### src/rtl/mem_stage.sv
// RV64 memory-access stage: forwards ALU results to writeback and runs one
// aligned load/store transaction per memory op on the data-cache port.
module mem_stage #(
    parameter int XLEN   = 64,
    parameter int ADDR_W = 64
) (
    input  logic              clk,
    input  logic              reset,
    input  logic              in_valid,
    output logic              in_ready,
    input  logic [3:0]        in_op,
    input  logic [4:0]        in_rd,
    input  logic [XLEN-1:0]   in_data,
    input  logic [ADDR_W-1:0] in_addr,
    output logic              dc_req_valid,
    input  logic              dc_req_ready,
    output logic [ADDR_W-1:0] dc_req_addr,
    output logic              dc_req_we,
    output logic [XLEN-1:0]   dc_req_wdata,
    output logic [7:0]        dc_req_wstrb,
    input  logic              dc_resp_valid,
    input  logic [XLEN-1:0]   dc_resp_data,
    output logic              wb_valid,
    output logic [4:0]        wb_rd,
    output logic [XLEN-1:0]   wb_data,
    output logic              err_valid,
    output logic [ADDR_W-1:0] err_addr
);

    typedef enum logic [1:0] {IDLE, REQ, WAIT} state_t;
    typedef enum logic [1:0] {K_NONE, K_LOAD, K_STORE} kind_t;

    typedef struct packed {
        kind_t      kind;
        logic [1:0] lg_size;   // log2 of access size in bytes
        logic       sext;
    } dec_t;

    function automatic dec_t decode(input logic [3:0] op);
        dec_t d;
        d = '{kind: K_NONE, lg_size: 2'd0, sext: 1'b0};
        case (op)
            4'd1:    d = '{kind: K_LOAD,  lg_size: 2'd0, sext: 1'b1};
            4'd2:    d = '{kind: K_LOAD,  lg_size: 2'd1, sext: 1'b1};
            4'd3:    d = '{kind: K_LOAD,  lg_size: 2'd2, sext: 1'b1};
            4'd4:    d = '{kind: K_LOAD,  lg_size: 2'd3, sext: 1'b1};
            4'd5:    d = '{kind: K_LOAD,  lg_size: 2'd0, sext: 1'b0};
            4'd6:    d = '{kind: K_LOAD,  lg_size: 2'd1, sext: 1'b0};
            4'd7:    d = '{kind: K_LOAD,  lg_size: 2'd2, sext: 1'b0};
            4'd8:    d = '{kind: K_STORE, lg_size: 2'd0, sext: 1'b0};
            4'd9:    d = '{kind: K_STORE, lg_size: 2'd1, sext: 1'b0};
            4'd10:   d = '{kind: K_STORE, lg_size: 2'd2, sext: 1'b0};
            4'd11:   d = '{kind: K_STORE, lg_size: 2'd3, sext: 1'b0};
            default: d = '{kind: K_NONE,  lg_size: 2'd0, sext: 1'b0};
        endcase
        return d;
    endfunction

    function automatic logic [7:0] lane_mask(input logic [1:0] lg);
        case (lg)
            2'd0:    return 8'h01;
            2'd1:    return 8'h03;
            2'd2:    return 8'h0F;
            default: return 8'hFF;
        endcase
    endfunction

    function automatic logic [XLEN-1:0] data_mask(input logic [1:0] lg);
        case (lg)
            2'd0:    return {{(XLEN-8){1'b0}},  8'hFF};
            2'd1:    return {{(XLEN-16){1'b0}}, 16'hFFFF};
            2'd2:    return {{(XLEN-32){1'b0}}, 32'hFFFF_FFFF};
            default: return {XLEN{1'b1}};
        endcase
    endfunction

    function automatic logic [XLEN-1:0] extend(input logic [XLEN-1:0] raw,
                                               input logic [1:0] lg,
                                               input logic sext);
        case (lg)
            2'd0:    return {{(XLEN-8){sext & raw[7]}},   raw[7:0]};
            2'd1:    return {{(XLEN-16){sext & raw[15]}}, raw[15:0]};
            2'd2:    return {{(XLEN-32){sext & raw[31]}}, raw[31:0]};
            default: return raw;
        endcase
    endfunction

    state_t            state_q, state_d;
    logic              in_ready_q, in_ready_d;
    logic [4:0]        rd_q, rd_d;
    logic [2:0]        off_q, off_d;
    logic [1:0]        lg_q, lg_d;
    logic              sext_q, sext_d;
    logic              store_q, store_d;
    logic              dc_req_valid_q, dc_req_valid_d;
    logic [ADDR_W-1:0] dc_req_addr_q, dc_req_addr_d;
    logic              dc_req_we_q, dc_req_we_d;
    logic [XLEN-1:0]   dc_req_wdata_q, dc_req_wdata_d;
    logic [7:0]        dc_req_wstrb_q, dc_req_wstrb_d;
    logic              wb_valid_q, wb_valid_d;
    logic [4:0]        wb_rd_q, wb_rd_d;
    logic [XLEN-1:0]   wb_data_q, wb_data_d;
    logic              err_valid_q, err_valid_d;
    logic [ADDR_W-1:0] err_addr_q, err_addr_d;

    dec_t              dec;
    logic [ADDR_W-1:0] acc_addr;
    logic [2:0]        acc_off;
    logic [2:0]        off_mask;
    logic              misaligned;
    logic              accept;
    logic              is_store;
    logic [XLEN-1:0]   resp_raw;

    // Loads carry their address on in_data; stores carry it on in_addr.
    assign dec        = decode(in_op);
    assign is_store   = (dec.kind == K_STORE);
    assign acc_addr   = is_store ? in_addr : ADDR_W'(in_data);
    assign acc_off    = acc_addr[2:0];
    assign off_mask   = 3'b111 >> (2'd3 - dec.lg_size);
    assign misaligned = (acc_off & off_mask) != 3'b000;
    assign accept     = in_valid && in_ready_q;
    assign resp_raw   = dc_resp_data >> {off_q, 3'b000};

    always_comb begin
        // NOTE: every signal gets its hold value first so no path through
        // the case statement can leave one unassigned and infer a latch.
        state_d        = state_q;
        in_ready_d     = in_ready_q;
        rd_d           = rd_q;
        off_d          = off_q;
        lg_d           = lg_q;
        sext_d         = sext_q;
        store_d        = store_q;
        dc_req_valid_d = dc_req_valid_q;
        dc_req_addr_d  = dc_req_addr_q;
        dc_req_we_d    = dc_req_we_q;
        dc_req_wdata_d = dc_req_wdata_q;
        dc_req_wstrb_d = dc_req_wstrb_q;
        wb_valid_d     = 1'b0;
        wb_rd_d        = wb_rd_q;
        wb_data_d      = wb_data_q;
        err_valid_d    = 1'b0;
        err_addr_d     = err_addr_q;

        unique case (state_q)
            IDLE: begin
                if (accept) begin
                    if (dec.kind == K_NONE) begin
                        if (in_rd != 5'd0) begin
                            wb_valid_d = 1'b1;
                            wb_rd_d    = in_rd;
                            wb_data_d  = in_data;
                        end
                    end else if (misaligned) begin
                        err_valid_d = 1'b1;
                        err_addr_d  = acc_addr;
                    end else begin
                        state_d        = REQ;
                        in_ready_d     = 1'b0;
                        rd_d           = in_rd;
                        off_d          = acc_off;
                        lg_d           = dec.lg_size;
                        sext_d         = dec.sext;
                        store_d        = is_store;
                        dc_req_valid_d = 1'b1;
                        dc_req_addr_d  = {acc_addr[ADDR_W-1:3], 3'b000};
                        dc_req_we_d    = is_store;
                        dc_req_wstrb_d = is_store ? (lane_mask(dec.lg_size) << acc_off) : 8'h00;
                        dc_req_wdata_d = is_store
                            ? ((in_data & data_mask(dec.lg_size)) << {acc_off, 3'b000})
                            : '0;
                    end
                end
            end
            REQ: begin
                if (dc_req_ready) begin
                    dc_req_valid_d = 1'b0;
                    dc_req_addr_d  = '0;
                    dc_req_we_d    = 1'b0;
                    dc_req_wdata_d = '0;
                    dc_req_wstrb_d = 8'h00;
                    state_d        = store_q ? IDLE : WAIT;
                    in_ready_d     = store_q;
                end
            end
            WAIT: begin
                if (dc_resp_valid) begin
                    state_d    = IDLE;
                    in_ready_d = 1'b1;
                    if (rd_q != 5'd0) begin
                        wb_valid_d = 1'b1;
                        wb_rd_d    = rd_q;
                        wb_data_d  = extend(resp_raw, lg_q, sext_q);
                    end
                end
            end
            default: begin
                state_d    = IDLE;
                in_ready_d = 1'b1;
            end
        endcase
    end

    always_ff @(posedge clk or negedge reset) begin
        if (!reset) begin
            state_q        <= IDLE;
            in_ready_q     <= 1'b1;
            rd_q           <= '0;
            off_q          <= '0;
            lg_q           <= '0;
            sext_q         <= 1'b0;
            store_q        <= 1'b0;
            dc_req_valid_q <= 1'b0;
            dc_req_addr_q  <= '0;
            dc_req_we_q    <= 1'b0;
            dc_req_wdata_q <= '0;
            dc_req_wstrb_q <= '0;
            wb_valid_q     <= 1'b0;
            wb_rd_q        <= '0;
            wb_data_q      <= '0;
            err_valid_q    <= 1'b0;
            err_addr_q     <= '0;
        end else begin
            // NOTE: non-blocking updates so every flop samples the values
            // from before this edge regardless of statement order.
            state_q        <= state_d;
            in_ready_q     <= in_ready_d;
            rd_q           <= rd_d;
            off_q          <= off_d;
            lg_q           <= lg_d;
            sext_q         <= sext_d;
            store_q        <= store_d;
            dc_req_valid_q <= dc_req_valid_d;
            dc_req_addr_q  <= dc_req_addr_d;
            dc_req_we_q    <= dc_req_we_d;
            dc_req_wdata_q <= dc_req_wdata_d;
            dc_req_wstrb_q <= dc_req_wstrb_d;
            wb_valid_q     <= wb_valid_d;
            wb_rd_q        <= wb_rd_d;
            wb_data_q      <= wb_data_d;
            err_valid_q    <= err_valid_d;
            err_addr_q     <= err_addr_d;
        end
    end

    assign in_ready     = in_ready_q;
    assign dc_req_valid = dc_req_valid_q;
    assign dc_req_addr  = dc_req_addr_q;
    assign dc_req_we    = dc_req_we_q;
    assign dc_req_wdata = dc_req_wdata_q;
    assign dc_req_wstrb = dc_req_wstrb_q;
    assign wb_valid     = wb_valid_q;
    assign wb_rd        = wb_rd_q;
    assign wb_data      = wb_data_q;
    assign err_valid    = err_valid_q;
    assign err_addr     = err_addr_q;

endmodule

### config.mk
export PLATFORM = sky130hd
export DESIGN_NAME = mem_stage
export DESIGN_NICKNAME = d
export VERILOG_FILES = /design/src/rtl/mem_stage.sv
export SDC_FILE = /design/constraint.sdc
export NUM_CORES = 1
export LEC_CHECK = 0
export CAP_MARGIN = 20
export CORE_ASPECT_RATIO = 2
export CORE_UTILIZATION = 41
export CTS_CLUSTER_DIAMETER = 150
export CTS_CLUSTER_SIZE = 20
export DETAILED_ROUTE_END_ITERATION = 10
export HOLD_SLACK_MARGIN = 0.15
export PLACE_DENSITY = 0.71
export SYNTH_ARGS = -nofsm -noshare
export SYNTH_HDL_FRONTEND = slang
export SYNTH_SLANG_ARGS = --single-unit
### constraint.sdc
create_clock -name clk -period 3.1 [get_ports clk]
set_input_delay 0.465 -clock clk [delete_from_list [all_inputs] [get_ports clk]]
set_output_delay 0.465 -clock clk [all_outputs]
set_load 0.01 [all_outputs]
### After elaboration in Yosys (flattened, before gate mapping)

Memory sizes are Yosys's and may differ from the RTL's.
Cells that the tools add are included.

| operators by class | value |
|---|---|
| shift-type cells | 4 |
| bitwise logic cells | 7 |
| multiplexer cells | 72 |
| reduce and logical (&&, ||, !) cells | 15 |
| add/subtract/negate cells | 1 |
| eq/ne operators | 15 |

Operators with widths:

| operator | number |
|---|---|
| $mux W64 | 18 |
| $pmux W64 S2 | 3 |
| $pmux W64 S3 | 2 |
| $mux W8 | 9 |
| $and A64 B64 Y64 | 1 |
| $shl A64 B6 Y64 | 1 |
| $shr A64 B6 Y64 | 1 |
| $mux W5 | 5 |
| $pmux W8 S3 | 1 |
| $mux W1 | 21 |
| $ne A2 B2 Y1 const B | 8 |
| $pmux W8 S2 | 1 |
| $mux W2 | 6 |
| $pmux W5 S2 | 1 |
| $reduce_and A5 Y1 | 2 |
| $reduce_bool A5 Y1 | 2 |
| $eq A2 B2 Y1 const B | 4 |
| $logic_not A2 Y1 | 4 |
| $reduce_and A4 Y1 | 2 |
| $shl A8 B3 Y8 | 1 |
| $eq A2 B1 Y1 const B | 3 |
| $pmux W1 S2 | 3 |
| $pmux W2 S3 | 1 |
| $reduce_and A6 Y1 | 1 |
| 9 further kinds | 13 |

| storage, ports and cells | value |
|---|---|
| logic and storage cells | 132 |
| memories | 1 |
| flip-flop bits (word level) | 288 |
| input port bits | 206 |
| output and inout bits | 274 |
| memory bits (read-only) | 80 |

Memory list:

| memory | depth | bits a word | read ports | clocked after Yosys merged registers in | write ports | line | text |
|---|---|---|---|---|---|---|---|
| (name not given) | 16 | 5 | 1 | 0 | 0 | 42 | `case (op)` |

### Depth between registers and ports, before layout

An unclocked memory read counts as a cell.

| logic depth | value |
|---|---|
| word-level depth | 16 |
| gate-level depth with buffers | 12 |
| gate-level depth less buffers | 9 |

### Worst setup path after synthesis

Ideal clock, no wire load.

| path | value |
|---|---|
| path type | input -> register |
| from | input in_op[0] |
| to | register err_addr_q[55], in the netlist err_addr[55] |
| slack | 481 ps |
| required time | 2965 ps |
| buffers on the path | 3 |
| arrival | 2484 ps |
| stages on the path | 10 |
| library setup time | 135 ps |
| cell sequence | inv_1 > ha_1 > or3b_1 > clkbuf_1 > o21ai_1 > a22oi_1 > clkbuf_1 > clkbuf_1 > o21ai_0 > o31ai_1 |

| on the way | value |
|---|---|
| word-level cells in the longest chain between the ends | 6 |
| elaborated cells on any way between the ends | 10 |
| classes of those cells | add/sub: 1; eq/ne: 1; shift: 1; mux: 1; bitwise: 2; reduce/logical: 3; memory: 1 |

Ends and longest elaborated chain:

| element | line | text |
|---|---|---|
| start, declared | 11 | `input logic [3:0] in_op,` |
| $mem_v2 Z16 W5 (*) | -- |  |
| $sub A2 B2 Y2 or $eq A2 B2 Y1 (tied branches) | 120, 117 |  |
| $shr A3 B2 Y3 or $mux W64 (tied branches) | 120, 118 |  |
| $and A3 B3 Y3 | 121 | `assign misaligned = (acc_off & off_mask) != 3'b000;` |
| $reduce_bool A3 Y1 | 121 |  |
| $reduce_and A4 Y1 (no line) | -- |  |
| end signal, assigned | 243 | `err_addr_q <= err_addr_d;` |
| end, declared | 104 | `logic [ADDR_W-1:0] err_addr_q, err_addr_d;` |

Mark *: on every way between the ends. The rest lies on a longest branch, timed or not.
A chain may end at the register's enable or synchronous reset.

### Final worst setup path

| path | value |
|---|---|
| from | input in_op[0] |
| to | register dc_req_wdata_q[41], in the netlist dc_req_wdata[41] |

| on the way | value |
|---|---|
| word-level cells in the longest chain between the ends | 14 |
| elaborated cells on any way between the ends | 26 |
| classes of those cells | add/sub: 1; eq/ne: 5; shift: 2; mux: 11; bitwise: 2; reduce/logical: 4; memory: 1 |

Ends and longest elaborated chain:

| element | line | text |
|---|---|---|
| $mem_v2 Z16 W5 (*) | -- |  |
| $eq A2 B2 Y1 (tied with other cells) | 69 | `case (lg)` |
| $pmux W64 S3 | 69 |  |
| $mux W64 | 155 | `end else if (misaligned) begin` |
| $mux W64 | 149 | `if (dec.kind == K_NONE) begin` |
| $mux W64 | 148 | `if (accept) begin` |
| $mux W64 | 146 | `unique case (state_q)` |
| $and A64 B64 Y64 | 171 | `? ((in_data & data_mask(dec.lg_size)) << {acc_off, 3'b000})` |
| $shl A64 B6 Y64 | 171 |  |
| $mux W64 | 171 |  |
| $mux W64 | 155 |  |
| $mux W64 | 149 |  |
| $mux W64 | 148 |  |
| $pmux W64 S2 | 146 |  |
| end signal, assigned | 237 | `dc_req_wdata_q <= dc_req_wdata_d;` |
| end, declared | 98 | `logic [XLEN-1:0] dc_req_wdata_q, dc_req_wdata_d;` |

Mark *: on every way between the ends. The rest lies on a longest branch, timed or not. The select of a mux whose other input is x is not followed.

==> metrics.csv <==
metric;value;unit
hpwl;60.2;mm
fillers;3338;
clk_pin_slew;0.08;ns
initial_utilization;41.7;%
grt-ovfl-total;0;
die_area;0.0394;sq mm
ys_types;67;
final_common_cell;clkdlybuf4s50_1;
synthArstFlopShare;100;%
cts_root_buffer;clkbuf_16;
tightest_slew;0.689;ns
cp-end-kind;flop;
cts_buffers;18;
grt_max_degree;123;
syn_inst;1708;
busiest_layer;met2;
vias_per_cell;6.07;
drive_above_1_share;14.2;%
vias;16570;
max_cap_viol_count;0;
hp-class;reg2reg;
crit_arrival;3.37;ns
synth.yosys.seq_area_share;45.2;%
drt_iter0_drc;1015;
max_freq;343;MHz
hold_slack;0.479;ns
final_cell_mix;clkdlybuf4s50_1, nand2_1, dfrtp_1;
cts_sinks;285;
htree_levels;1;
synth_edf_count;0;
synth_area;0.0158;sq mm
nets;2471;
synth-seq-cells;285;
p_per_area;746;mW/mm^2
antenna_found_initial;4;
hold_viol_final;0;
post-route-period-util;94.0;%
clockBufferDepth;3;
skew;0.0159;ns
drc;0;
post_drt_wl_per_cell;28.0;um
die_y;280;um
portBuffers;476;
slew_headroom;53.9;%
syn_to_final_growth;45.1;%
grt_pass1_vias;17004;
pin_count;480;
multiInputGateArea;0.00800;sq mm
num_rows;101;
grtUsageMet2;66.8;%
yosys_warnings;0;
wl;76.5;mm
crit_fanout;20;
leakage;9.45;nW
fp.coreArea;0.0379;sq mm
gp_congestion;1.05;
clock_latency;0.53;ns
die_w;141;um
first_pass_iters;5;
critical_path_class;in2reg;
slew_violations;0;
ant_nets;0;
synth_flop_cell;dfrtp_1;
use_met1;40.2;%
cp.required;3.56;ns
cts_tree;built;
finalSetupViolations;0;
setup_tns;0;ns
avgSynthCellArea;9.25;sq um
ff_latch_area;0.00714;sq mm
setup.worst_path.start_class;input pin;
ir_worst_vdd;0.000596;V
utilization;60.4;%
rsz0062_at_grt;false;
status;completed;
finalCriticalPeriod;2.91;ns
gr-usage-all-layers;38.6;%
grt_pass1_wl;110;mm
use_met3;6.46;%
-- metal layers --
layer / up-vias / part of all wire (%)
met5: - / 0.024
met4: 2 / 9.9
met3: 280 / 7.2
met2: 968 / 50
met1: 8003 / 33
li1: 7317 / -
-- per-stage QoR --
stage | instance area, sq um | power (W) | setup WS (ns) | std cells
after global routing | 22900 | 0.0179 | 0.0835 | 2732
after detailed placement | 22400 | 0.0146 | -0.404 | 2702
after CTS | 22900 | 0.0171 | 0.148 | 2729
after floorplan | 15800 | 0.00965 | 0.481 | 1710
after global placement | 22400 | 0.0144 | -0.388 | 2702
final | 22900 | 0.0171 | 0.187 | 2732
-- path summary, 6_finish.rpt --
| path | startpoint | to | slack, ns | cells after the start |
|---|---|---|---|---|
| hold reg to reg | dc_req_we$_DFFE_PN0P_ | dc_req_we$_DFFE_PN0P_ | 0.48 | 2 |
| setup / recovery | in_op[0] | dc_req_wdata[41]$_DFFE_PN0P_ | 0.19 | 10 |
| max in group asynchronous | reset | in_ready$_DFFE_PN1P_ | 1.71 | 3 |
| setup reg to reg | in_ready$_DFFE_PN1P_ | dc_req_wdata[52]$_DFFE_PN0P_ | 0.49 | 8 |
| min in group asynchronous | reset | err_addr[42]$_DFFE_PN0P_ | 0.49 | 2 |
| hold / removal | dc_req_we$_DFFE_PN0P_ | dc_req_we$_DFFE_PN0P_ | 0.48 | 2 |
-- Yosys cell counts, drive strengths merged (4+ instances only) --
cell type / number / area share (%)
a32o: 7 / 0.44
nand3: 21 / 0.67
or2: 4 / 0.16
o221ai: 10 / 0.55
buf: 63 / 2.0
nor3: 53 / 1.7
mux2i: 117 / 7.4
a221o: 9 / 0.57
a21oi: 66 / 2.1
a21o: 5 / 0.24
nand2b: 6 / 0.24
a32oi: 6 / 0.33
mux4: 21 / 3.0
dfrtp: 284 / 45
and3: 7 / 0.28
a211oi: 59 / 2.9
nor2b: 10 / 0.40
a22oi: 15 / 0.71
clkbuf: 96 / 2.3
a22o: 14 / 0.78
inv: 19 / 0.45
a31oi: 12 / 0.48
o21ai: 219 / 6.9
ha: 5 / 0.40
nand2: 291 / 6.9
o22ai: 24 / 0.95
o211ai: 10 / 0.48
o31ai: 70 / 3.3
mux2: 50 / 3.6
nor2: 86 / 2.0
and2: 7 / 0.28
-- logic make-up after synthesis --
logic type      count (synthesis)  share of synthesized area, %
fa+ha+maj                       5                         0.396
compound gates                549                          22.2
buf+inv                       178                          4.72
simple gates                  502                          13.5
other cells                     1                        0.0237
mux                           188                          14.0
flops                         285                          45.2
-- flip-flops by register name, indices dropped and copies added (netlist names) --
name / cells
dc_req_we: 1
err_valid: 1
dc_req_addr: 61
sext_q: 1
wb_data: 64
lg_q: 2
dc_req_wdata: 64
store_q: 1
rd_q: 5
off_q: 3
dc_req_wstrb: 8
in_ready: 1
dc_req_valid: 1
wb_rd: 5
err_addr: 64
wb_valid: 1
state_q: 2
-- worst max-delay path, stage by stage --
cell             delay [ns]
clkdlybuf4s50_1        0.51
inv_1                  0.10
ha_1                   0.29
or3b_1                 0.42
o21ai_1                0.31
buf_4                  0.22
buf_12                 0.15
and2_1                 0.31
a221o_1                0.36
a32o_1                 0.21
-- final cells by class --
| type | instances | area share [%] |
|---|---|---|
| timing repair buffer | 689 | 28.8 |
| sequential | 285 | 31.1 |
| inverter | 19 | 0.311 |
| clock buffer | 25 | 2.17 |
| clock inverter | 1 | 0.0710 |
| antenna | 3 | 0.0328 |
| tap | 463 | 2.53 |
| multi-input combinational | 1247 | 34.9 |
-- report_power, final --
group	internal (W)	total (W)	switching, W
combinational	0.00429	0.00856	0.00427
clock	0.00114	0.00248	0.00134
sequential	0.00508	0.00605	0.000975
-- repair_timing --
item,in CTS,in global routing
hold buffers,1,0
resized for setup,0,1
endpoints found under the setup margin,0,1
hold endpoints to repair,66,0
buffers inserted,0,0
No activity file was read; power rests on OpenSTA's default activity.
